### src/rtl/uart_rx_frame_check_if.sv
// Frame checker bit-stream and result interface.
// master drives the sampler side; slave is the checker.
interface uart_rx_frame_check_if #(
   parameter int DATA_WIDTH = 8
);
   logic                  Frame_start;
   logic                  Bit_valid;
   logic                  Sampled_bit;
   logic                  PAR_EN;
   logic                  PAR_TYP;
   logic                  STOP2;
   logic [DATA_WIDTH-1:0] P_DATA;
   logic                  Data_valid;
   logic                  Start_glitch;
   logic                  Par_err;
   logic                  Stp_err;
   logic                  Busy;

   modport master (
      output Frame_start, Bit_valid, Sampled_bit,
      output PAR_EN, PAR_TYP, STOP2,
      input  P_DATA, Data_valid, Start_glitch,
      input  Par_err, Stp_err, Busy
   );

   modport slave (
      input  Frame_start, Bit_valid, Sampled_bit,
      input  PAR_EN, PAR_TYP, STOP2,
      output P_DATA, Data_valid, Start_glitch,
      output Par_err, Stp_err, Busy
   );
endinterface

### src/rtl/uart_rx_frame_check.sv
// UART RX frame checker: start/data/parity/stop validation.
// Optional saturating error counters: define UART_RX_ERR_CNT_EN.
module uart_rx_frame_check #(
   parameter int DATA_WIDTH = 8,
   parameter int CNT_WIDTH  = 8
) (
   input  logic                 CLK,
   input  logic                 RST,
`ifdef UART_RX_ERR_CNT_EN
   output logic [CNT_WIDTH-1:0] Glitch_cnt,
   output logic [CNT_WIDTH-1:0] Par_err_cnt,
   output logic [CNT_WIDTH-1:0] Stp_err_cnt,
`endif
   uart_rx_frame_check_if.slave bus
);
   typedef enum logic [2:0] {
      IDLE, START, DATA, PARITY, STOP
   } state_t;

   localparam int BW = (DATA_WIDTH > 1) ? $clog2(DATA_WIDTH) : 1;
   localparam logic [BW-1:0] LAST = BW'(DATA_WIDTH - 1);

   state_t                state, state_n;
   logic [DATA_WIDTH-1:0] shreg, shreg_n, pdata_n;
   logic [BW-1:0]         bit_cnt, bit_cnt_n;
   logic                  par_flag, par_flag_n;
   logic                  stp_flag, stp_flag_n;
   logic                  stop_cnt, stop_cnt_n;
   logic                  cfg_pen, cfg_pen_n;
   logic                  cfg_ptyp, cfg_ptyp_n;
   logic                  cfg_s2, cfg_s2_n;
   logic                  dv_n, gl_n, pe_n, se_n;
   logic                  stp_bad;

   // Next-state, datapath and result pulse decode
   always_comb begin
      state_n    = state;
      shreg_n    = shreg;
      bit_cnt_n  = bit_cnt;
      par_flag_n = par_flag;
      stp_flag_n = stp_flag;
      stop_cnt_n = stop_cnt;
      cfg_pen_n  = cfg_pen;
      cfg_ptyp_n = cfg_ptyp;
      cfg_s2_n   = cfg_s2;
      pdata_n    = bus.P_DATA;
      dv_n       = 1'b0;
      gl_n       = 1'b0;
      pe_n       = 1'b0;
      se_n       = 1'b0;
      stp_bad    = stp_flag | ~bus.Sampled_bit;
      if (bus.Frame_start) begin
         state_n    = START;
         cfg_pen_n  = bus.PAR_EN;
         cfg_ptyp_n = bus.PAR_TYP;
         cfg_s2_n   = bus.STOP2;
         par_flag_n = 1'b0;
         stp_flag_n = 1'b0;
         stop_cnt_n = 1'b0;
         bit_cnt_n  = '0;
      end else if (bus.Bit_valid) begin
         unique case (state)
            IDLE: ;
            START: begin
               if (bus.Sampled_bit) begin
                  gl_n    = 1'b1;
                  state_n = IDLE;
               end else begin
                  state_n   = DATA;
                  bit_cnt_n = '0;
               end
            end
            DATA: begin
               shreg_n[bit_cnt] = bus.Sampled_bit;
               bit_cnt_n        = bit_cnt + 1'b1;
               if (bit_cnt == LAST)
                  state_n = cfg_pen ? PARITY : STOP;
            end
            PARITY: begin
               if (bus.Sampled_bit != (^shreg ^ cfg_ptyp))
                  par_flag_n = 1'b1;
               state_n = STOP;
            end
            STOP: begin
               stp_flag_n = stp_bad;
               if (!cfg_s2 || stop_cnt) begin
                  pe_n    = par_flag;
                  se_n    = stp_bad;
                  dv_n    = ~par_flag & ~stp_bad;
                  state_n = IDLE;
                  if (dv_n)
                     pdata_n = shreg;
               end else begin
                  stop_cnt_n = 1'b1;
               end
            end
            default: state_n = IDLE;
         endcase
      end
   end

   // State, datapath and registered outputs
   always_ff @(posedge CLK or negedge RST) begin
      if (!RST) begin
         state            <= IDLE;
         shreg            <= '0;
         bit_cnt          <= '0;
         par_flag         <= 1'b0;
         stp_flag         <= 1'b0;
         stop_cnt         <= 1'b0;
         cfg_pen          <= 1'b0;
         cfg_ptyp         <= 1'b0;
         cfg_s2           <= 1'b0;
         bus.P_DATA       <= '0;
         bus.Data_valid   <= 1'b0;
         bus.Start_glitch <= 1'b0;
         bus.Par_err      <= 1'b0;
         bus.Stp_err      <= 1'b0;
         bus.Busy         <= 1'b0;
      end else begin
         state            <= state_n;
         shreg            <= shreg_n;
         bit_cnt          <= bit_cnt_n;
         par_flag         <= par_flag_n;
         stp_flag         <= stp_flag_n;
         stop_cnt         <= stop_cnt_n;
         cfg_pen          <= cfg_pen_n;
         cfg_ptyp         <= cfg_ptyp_n;
         cfg_s2           <= cfg_s2_n;
         bus.P_DATA       <= pdata_n;
         bus.Data_valid   <= dv_n;
         bus.Start_glitch <= gl_n;
         bus.Par_err      <= pe_n;
         bus.Stp_err      <= se_n;
         bus.Busy         <= (state_n != IDLE);
      end
   end

`ifdef UART_RX_ERR_CNT_EN
   localparam logic [CNT_WIDTH-1:0] CMAX = '1;

   // Saturating error counters, bumped with their pulse
   always_ff @(posedge CLK or negedge RST) begin
      if (!RST) begin
         Glitch_cnt  <= '0;
         Par_err_cnt <= '0;
         Stp_err_cnt <= '0;
      end else begin
         if (gl_n && Glitch_cnt != CMAX)
            Glitch_cnt <= Glitch_cnt + 1'b1;
         if (pe_n && Par_err_cnt != CMAX)
            Par_err_cnt <= Par_err_cnt + 1'b1;
         if (se_n && Stp_err_cnt != CMAX)
            Stp_err_cnt <= Stp_err_cnt + 1'b1;
      end
   end
`endif
endmodule

### src/flat_wrapper.sv
// flat-port wrapper written by rule: the top's interface ports become plain ports
module uart_rx_frame_check_flat 
#(
   parameter int DATA_WIDTH = 8,
   parameter int CNT_WIDTH  = 8
)
  (CLK, RST, bus_Frame_start, bus_Bit_valid, bus_Sampled_bit, bus_PAR_EN, bus_PAR_TYP, bus_STOP2, bus_P_DATA, bus_Data_valid, bus_Start_glitch, bus_Par_err, bus_Stp_err, bus_Busy);
  uart_rx_frame_check_if #(.DATA_WIDTH(DATA_WIDTH)) bus_i ();
  input  logic CLK;
  input  logic RST;
  input wire logic [$bits(bus_i.Frame_start)-1:0] bus_Frame_start;
  input wire logic [$bits(bus_i.Bit_valid)-1:0] bus_Bit_valid;
  input wire logic [$bits(bus_i.Sampled_bit)-1:0] bus_Sampled_bit;
  input wire logic [$bits(bus_i.PAR_EN)-1:0] bus_PAR_EN;
  input wire logic [$bits(bus_i.PAR_TYP)-1:0] bus_PAR_TYP;
  input wire logic [$bits(bus_i.STOP2)-1:0] bus_STOP2;
  output wire logic [$bits(bus_i.P_DATA)-1:0] bus_P_DATA;
  output wire logic [$bits(bus_i.Data_valid)-1:0] bus_Data_valid;
  output wire logic [$bits(bus_i.Start_glitch)-1:0] bus_Start_glitch;
  output wire logic [$bits(bus_i.Par_err)-1:0] bus_Par_err;
  output wire logic [$bits(bus_i.Stp_err)-1:0] bus_Stp_err;
  output wire logic [$bits(bus_i.Busy)-1:0] bus_Busy;
  assign bus_i.Frame_start = bus_Frame_start;
  assign bus_i.Bit_valid = bus_Bit_valid;
  assign bus_i.Sampled_bit = bus_Sampled_bit;
  assign bus_i.PAR_EN = bus_PAR_EN;
  assign bus_i.PAR_TYP = bus_PAR_TYP;
  assign bus_i.STOP2 = bus_STOP2;
  assign bus_P_DATA = bus_i.P_DATA;
  assign bus_Data_valid = bus_i.Data_valid;
  assign bus_Start_glitch = bus_i.Start_glitch;
  assign bus_Par_err = bus_i.Par_err;
  assign bus_Stp_err = bus_i.Stp_err;
  assign bus_Busy = bus_i.Busy;
  uart_rx_frame_check #(.DATA_WIDTH(DATA_WIDTH), .CNT_WIDTH(CNT_WIDTH)) u_core (.CLK(CLK), .RST(RST), .bus(bus_i));
endmodule
### config.mk
export PLATFORM = sky130hd
export DESIGN_NAME = uart_rx_frame_check_flat
export DESIGN_NICKNAME = d
export VERILOG_FILES = /design/src/rtl/uart_rx_frame_check_if.sv /design/src/rtl/uart_rx_frame_check.sv /design/src/flat_wrapper.sv
export SDC_FILE = /design/constraint.sdc
export NUM_CORES = 1
export LEC_CHECK = 0
export BUFFER_PORTS_ARGS = -buffer_cell sky130_fd_sc_hd__buf_2
export CAP_MARGIN = 20
export CORE_MARGIN = 2
export CORE_UTILIZATION = 45
export CTS_BUF_LIST = sky130_fd_sc_hd__clkbuf_4 sky130_fd_sc_hd__clkbuf_8
export DETAILED_ROUTE_END_ITERATION = 10
export GPL_TIMING_DRIVEN = 0
export REMOVE_ABC_BUFFERS = 1
export SYNTH_ARGS = -nofsm -noshare
export SYNTH_HDL_FRONTEND = slang
export SYNTH_SLANG_ARGS = --single-unit
### constraint.sdc
create_clock -name CLK -period 3.4 [get_ports CLK]
set_input_delay 0.34 -clock CLK [delete_from_list [all_inputs] [get_ports CLK]]
set_output_delay 0.34 -clock CLK [all_outputs]
set_load 0.02 [all_outputs]
# == Word-level counts from Yosys, hierarchy flattened ==
# Index checks and enable logic that the tools add are counted.
# word_totals
wordCells,91
output_inout_bits,13
in_bits,8
register_bits,33
# classes
eq_ne,8
magnitude_cmp,2
mux,41
n_addsub,1
reduce_logical,17
bitwise,7
# op_table
op,n
$mux W1,28
$mux W3,8
$pmux W3 S5,1
$reduce_and A3 Y1,4
$bwmux W8,1
$reduce_bool A2 Y1,4
$reduce_xor A8 Y1,1
$eq A3 B2 Y1 const B,2
$eq A3 B3 Y1 const B,2
$pmux W3 S2,1
$reduce_bool A3 Y1,2
$reduce_and A5 Y1,1
$lt A3 B4 Y1 const B,1
$not A1 Y1,4
$add A3 B1 Y3 const B,1
$demux W1 S3,1
$eq A3 B1 Y1 const B,1
$ge A3 B1 Y1 const B,1
$logic_not A3 Y1,1
$ne A3 B3 Y1 const B,1
$mux W2,1
$ne A2 B2 Y1 const B,1
$reduce_and A2 Y1,1
$and A1 B1 Y1,1
6 further kinds,6

# == Depth between registers and ports, before layout ==
# logic_depth
ltp_word,8
ltp_mapped,6

# == Worst setup path after synthesis ==
# No wires, ideal clock.
# synth_timing
path_kind,register to register
startpoint,reg u_core.state[1]
endpoint,reg u_core.bus.P_DATA[0]
required_time_ns,3.275
slack_ns,1.544
path_stages_with_launch,5
n_path_buf,0
period_less_slack_ns,1.856
arrival_ns,1.731
setup_time_ns,0.125
cell_sequence,dfrtp_1 > nand4bb_4 > a211o_1 > nor4b_4 > mux2_2
# synth_via
elab_chain_cells,2
# synth_lines
item,line_no,text
"start, declared",uart_rx_frame_check.sv:23,"state_t state, state_n;"
"start signal, assigned",uart_rx_frame_check.sv:121,state <= state_n;
$eq A3 B3 Y1,uart_rx_frame_check.sv:62,unique case (state)
$reduce_and A5 Y1 (no source line),--,
"end signal, assigned",uart_rx_frame_check.sv:130,bus.P_DATA <= pdata_n;
"end, declared",uart_rx_frame_check_if.sv:29,"output P_DATA, Data_valid, Start_glitch,"
# Every way passes these cells.
# A chain may end at the register's enable or synchronous reset.

# == Worst setup path in the final report ==
# layout_timing
startpoint,reg u_core.state[0]
endpoint,reg u_core.bus.P_DATA[0]
# Same word-level chain as after synthesis.

==> run metrics <==
number of synthesized register bits 33; Die Ht 62.3 um; pin count of the biggest net entering global routing 34; Lkg Pwr 0.000822 uW; ant diodes 0; Buffers on Ports 20; final slew viol count 0; Synth cell types 30; insertion delay to the later sink of the worst-skew pair 0.33 ns; Rel. slew slack 0.520; initial DRC count 20; CP Capture Type register; arrival time at the worst endpoint 2.39 ns; commonest non-fill, non-tap cell in the layout dfrtp_1; CTS-repair resized insts 0; Area growth syn-to-layout 12.3%; TNS Setup 0 ns; Placed Area 1660 um^2; antenna violations before repair 0; synthesized cell area 1530 um^2; critical-path cell list nand4bb_4, a211o_1, nor4b_4, mux2_2; Vias/cell 5.06; IO Pins 21; fillers 321; ANT nets after route 0; Min Hold Slack 0.0514 ns; grt ovf 0; setup bufs post-CTS 0; Tmin final 2.17 ns; largest area contributor in the netlist dfrtp_1; Max FO, Critical Path 13; DRC errors left 0; HPWL after DPL 1.74 mm; CTS HTree Levels 2; Final Hold Fails 0; fin area 1720 um^2; CTS Buffer Depth 2; CTS Buf Count 5; drt wl/cell 13.2 um; clock root buffer clkbuf_4; Hold Buf Count CTS 0; number of global-route vias before repair 1,028; Synth area leaders dfrtp_1 (54%), mux2_2 (13%), xnor2_1 (3.4%); # clock sinks 33; slew at the pin closest to its max-slew limit 0.719 ns; final net count 155; slowest CP cell nor4b_4; Rows 21; Worst-path clk slew 0.10 ns; die width 62.3 um; fraction of layout cells with a size suffix above 1 0.349; PwrDens 395 nW/um^2; Seq/Total Area, Yosys 0.540; Multi-input gate area 658 um^2; GRT Total Usage 0.156; nature of the critical path startpoint register; max frequency 0.461 GHz; setup violators final 0; CTS tree done; RSZ-0062 raised after global routing false; routed vias 972; Top Family by Delay on Critical Path simple AND/OR/NAND/NOR gates; VDD IR max 0.000211 V; core area 3310 um^2; register area 826 um^2; run status finished, final reports clean; Synthesis Warnings 0; Max-cap violations 0; Initial Util 0.462; Final GP Congestion 0.690; post-synthesis cell count 124; Critical Setup Path Class register to register; syn avg cell area 12.3 um^2; Die Area 3880 um^2; 1st-pass router iterations 3; final wirelength 2.53 mm; Max stage delay on crit path 0.56 ns; Yosys top cell area share 0.540; Worst Skew 0.00530 ns; Required @ worst endpoint 3.62 ns; most frequent cells in the layout dfrtp_1 (33), buf_2 (20), mux2_2 (18); HP Class primary input to asynchronous set/reset pin; Crit path buffers/inverters 0; crit share post-route 0.638; first-pass GRT wire length 4.78 mm
[layer usage]
metal  up-vias  GRT usage  wire length [um]
met5         -          0                 0
met4         0     0.0444                25
met3         4     0.0580               129
met2        19      0.249              1180
met1       473      0.200              1190
li1        476          -                 -
[state kept, by name, indices dropped and copies added (netlist names), 3 cells and up]
| signal | count |
|---|---|
| u_core.bus.P_DATA | 8 |
| u_core.shreg | 8 |
| u_core.bit_cnt | 3 |
| u_core.state | 3 |
[metrics by stage]
| stage | power [uW] | worst slack [ns] | util | instances |
|---|---|---|---|---|
| finish | 678 | 1.23 | 0.519 | 192 |
| global route | 720 | 1.07 | 0.519 | 192 |
| CTS | 691 | 1.21 | 0.519 | 192 |
| detailed placement | 473 | 1.20 | 0.503 | 184 |
| global placement | 472 | 1.24 | 0.503 | 184 |
| floorplan | 448 | 1.49 | - | 118 |
[final cells by class]
| type | count | area share |
|---|---|---|
| sequential | 33 | 0.480 |
| multi-input combinational | 79 | 0.383 |
| timing repair buffer | 20 | 0.0582 |
| tap | 46 | 0.0335 |
| clock buffer | 6 | 0.0262 |
| inverter | 6 | 0.0131 |
| clock inverter | 2 | 0.00582 |
[path summary, 6_finish.rpt]
check / startpoint / end / slack, ns / cells after the start
worst min-delay path: RST / u_core.state[1] / 0.05 / 1
min in group CLK: bus_STOP2 / u_core.cfg_s2 / 0.23 / 3
max in group asynchronous: RST / u_core.shreg[3] / 2.89 / 1
worst min register to register: u_core.bus.P_DATA[6] / u_core.bus.P_DATA[6] / 0.51 / 1
worst max register to register: u_core.state[0] / u_core.bus.P_DATA[0] / 1.23 / 4
worst max-delay path: u_core.state[0] / u_core.bus.P_DATA[0] / 1.23 / 4
[cell usage after synthesis]
cell       count
nand2b_1       1
nor4b_1        2
a21oi_1        3
dfrtp_1       33
nand3_1        3
nand4bb_4      1
xnor2_1        6
o221ai_1       1
nor3_1         3
clkbuf_1       5
xnor3_1        1
nor3b_1        4
buf_2          1
a2bb2oi_1      1
o21ai_0        3
nor4b_4        1
mux2_2        18
nand3b_1       3
a22o_1         2
inv_1          6
a211o_1        2
nand2_1        4
nor2b_1        2
ha_1           2
a21bo_2        1
or4_1          1
nor2_1        10
o21bai_1       1
or3b_2         2
o31ai_1        1
[power breakdown]
part | leakage [uW] | internal (uW) | switching, uW | total (uW)
logic | 0.000341 | 24.5 | 28.7 | 53.2
clock network | 0.0000354 | 86.6 | 128 | 214
registers | 0.000446 | 401 | 9.28 | 411
total | 0.000822 | 513 | 166 | 678
[kinds of logic after synthesis]
group           share of synthesized area
simple gates                        0.162
flops                               0.540
mux                                 0.132
compound gates                     0.0703
buf+inv                            0.0303
xor+xnor                           0.0491
fa+ha+maj                          0.0164
[worst register-to-register path: cells and delay by family, from the launching register on]
kind	cells	cell delay, ns
simple gates	2	0.83
flops	1	0.52
compound gates	1	0.30
mux	1	0.41
(Power assumes the default switching activity.)
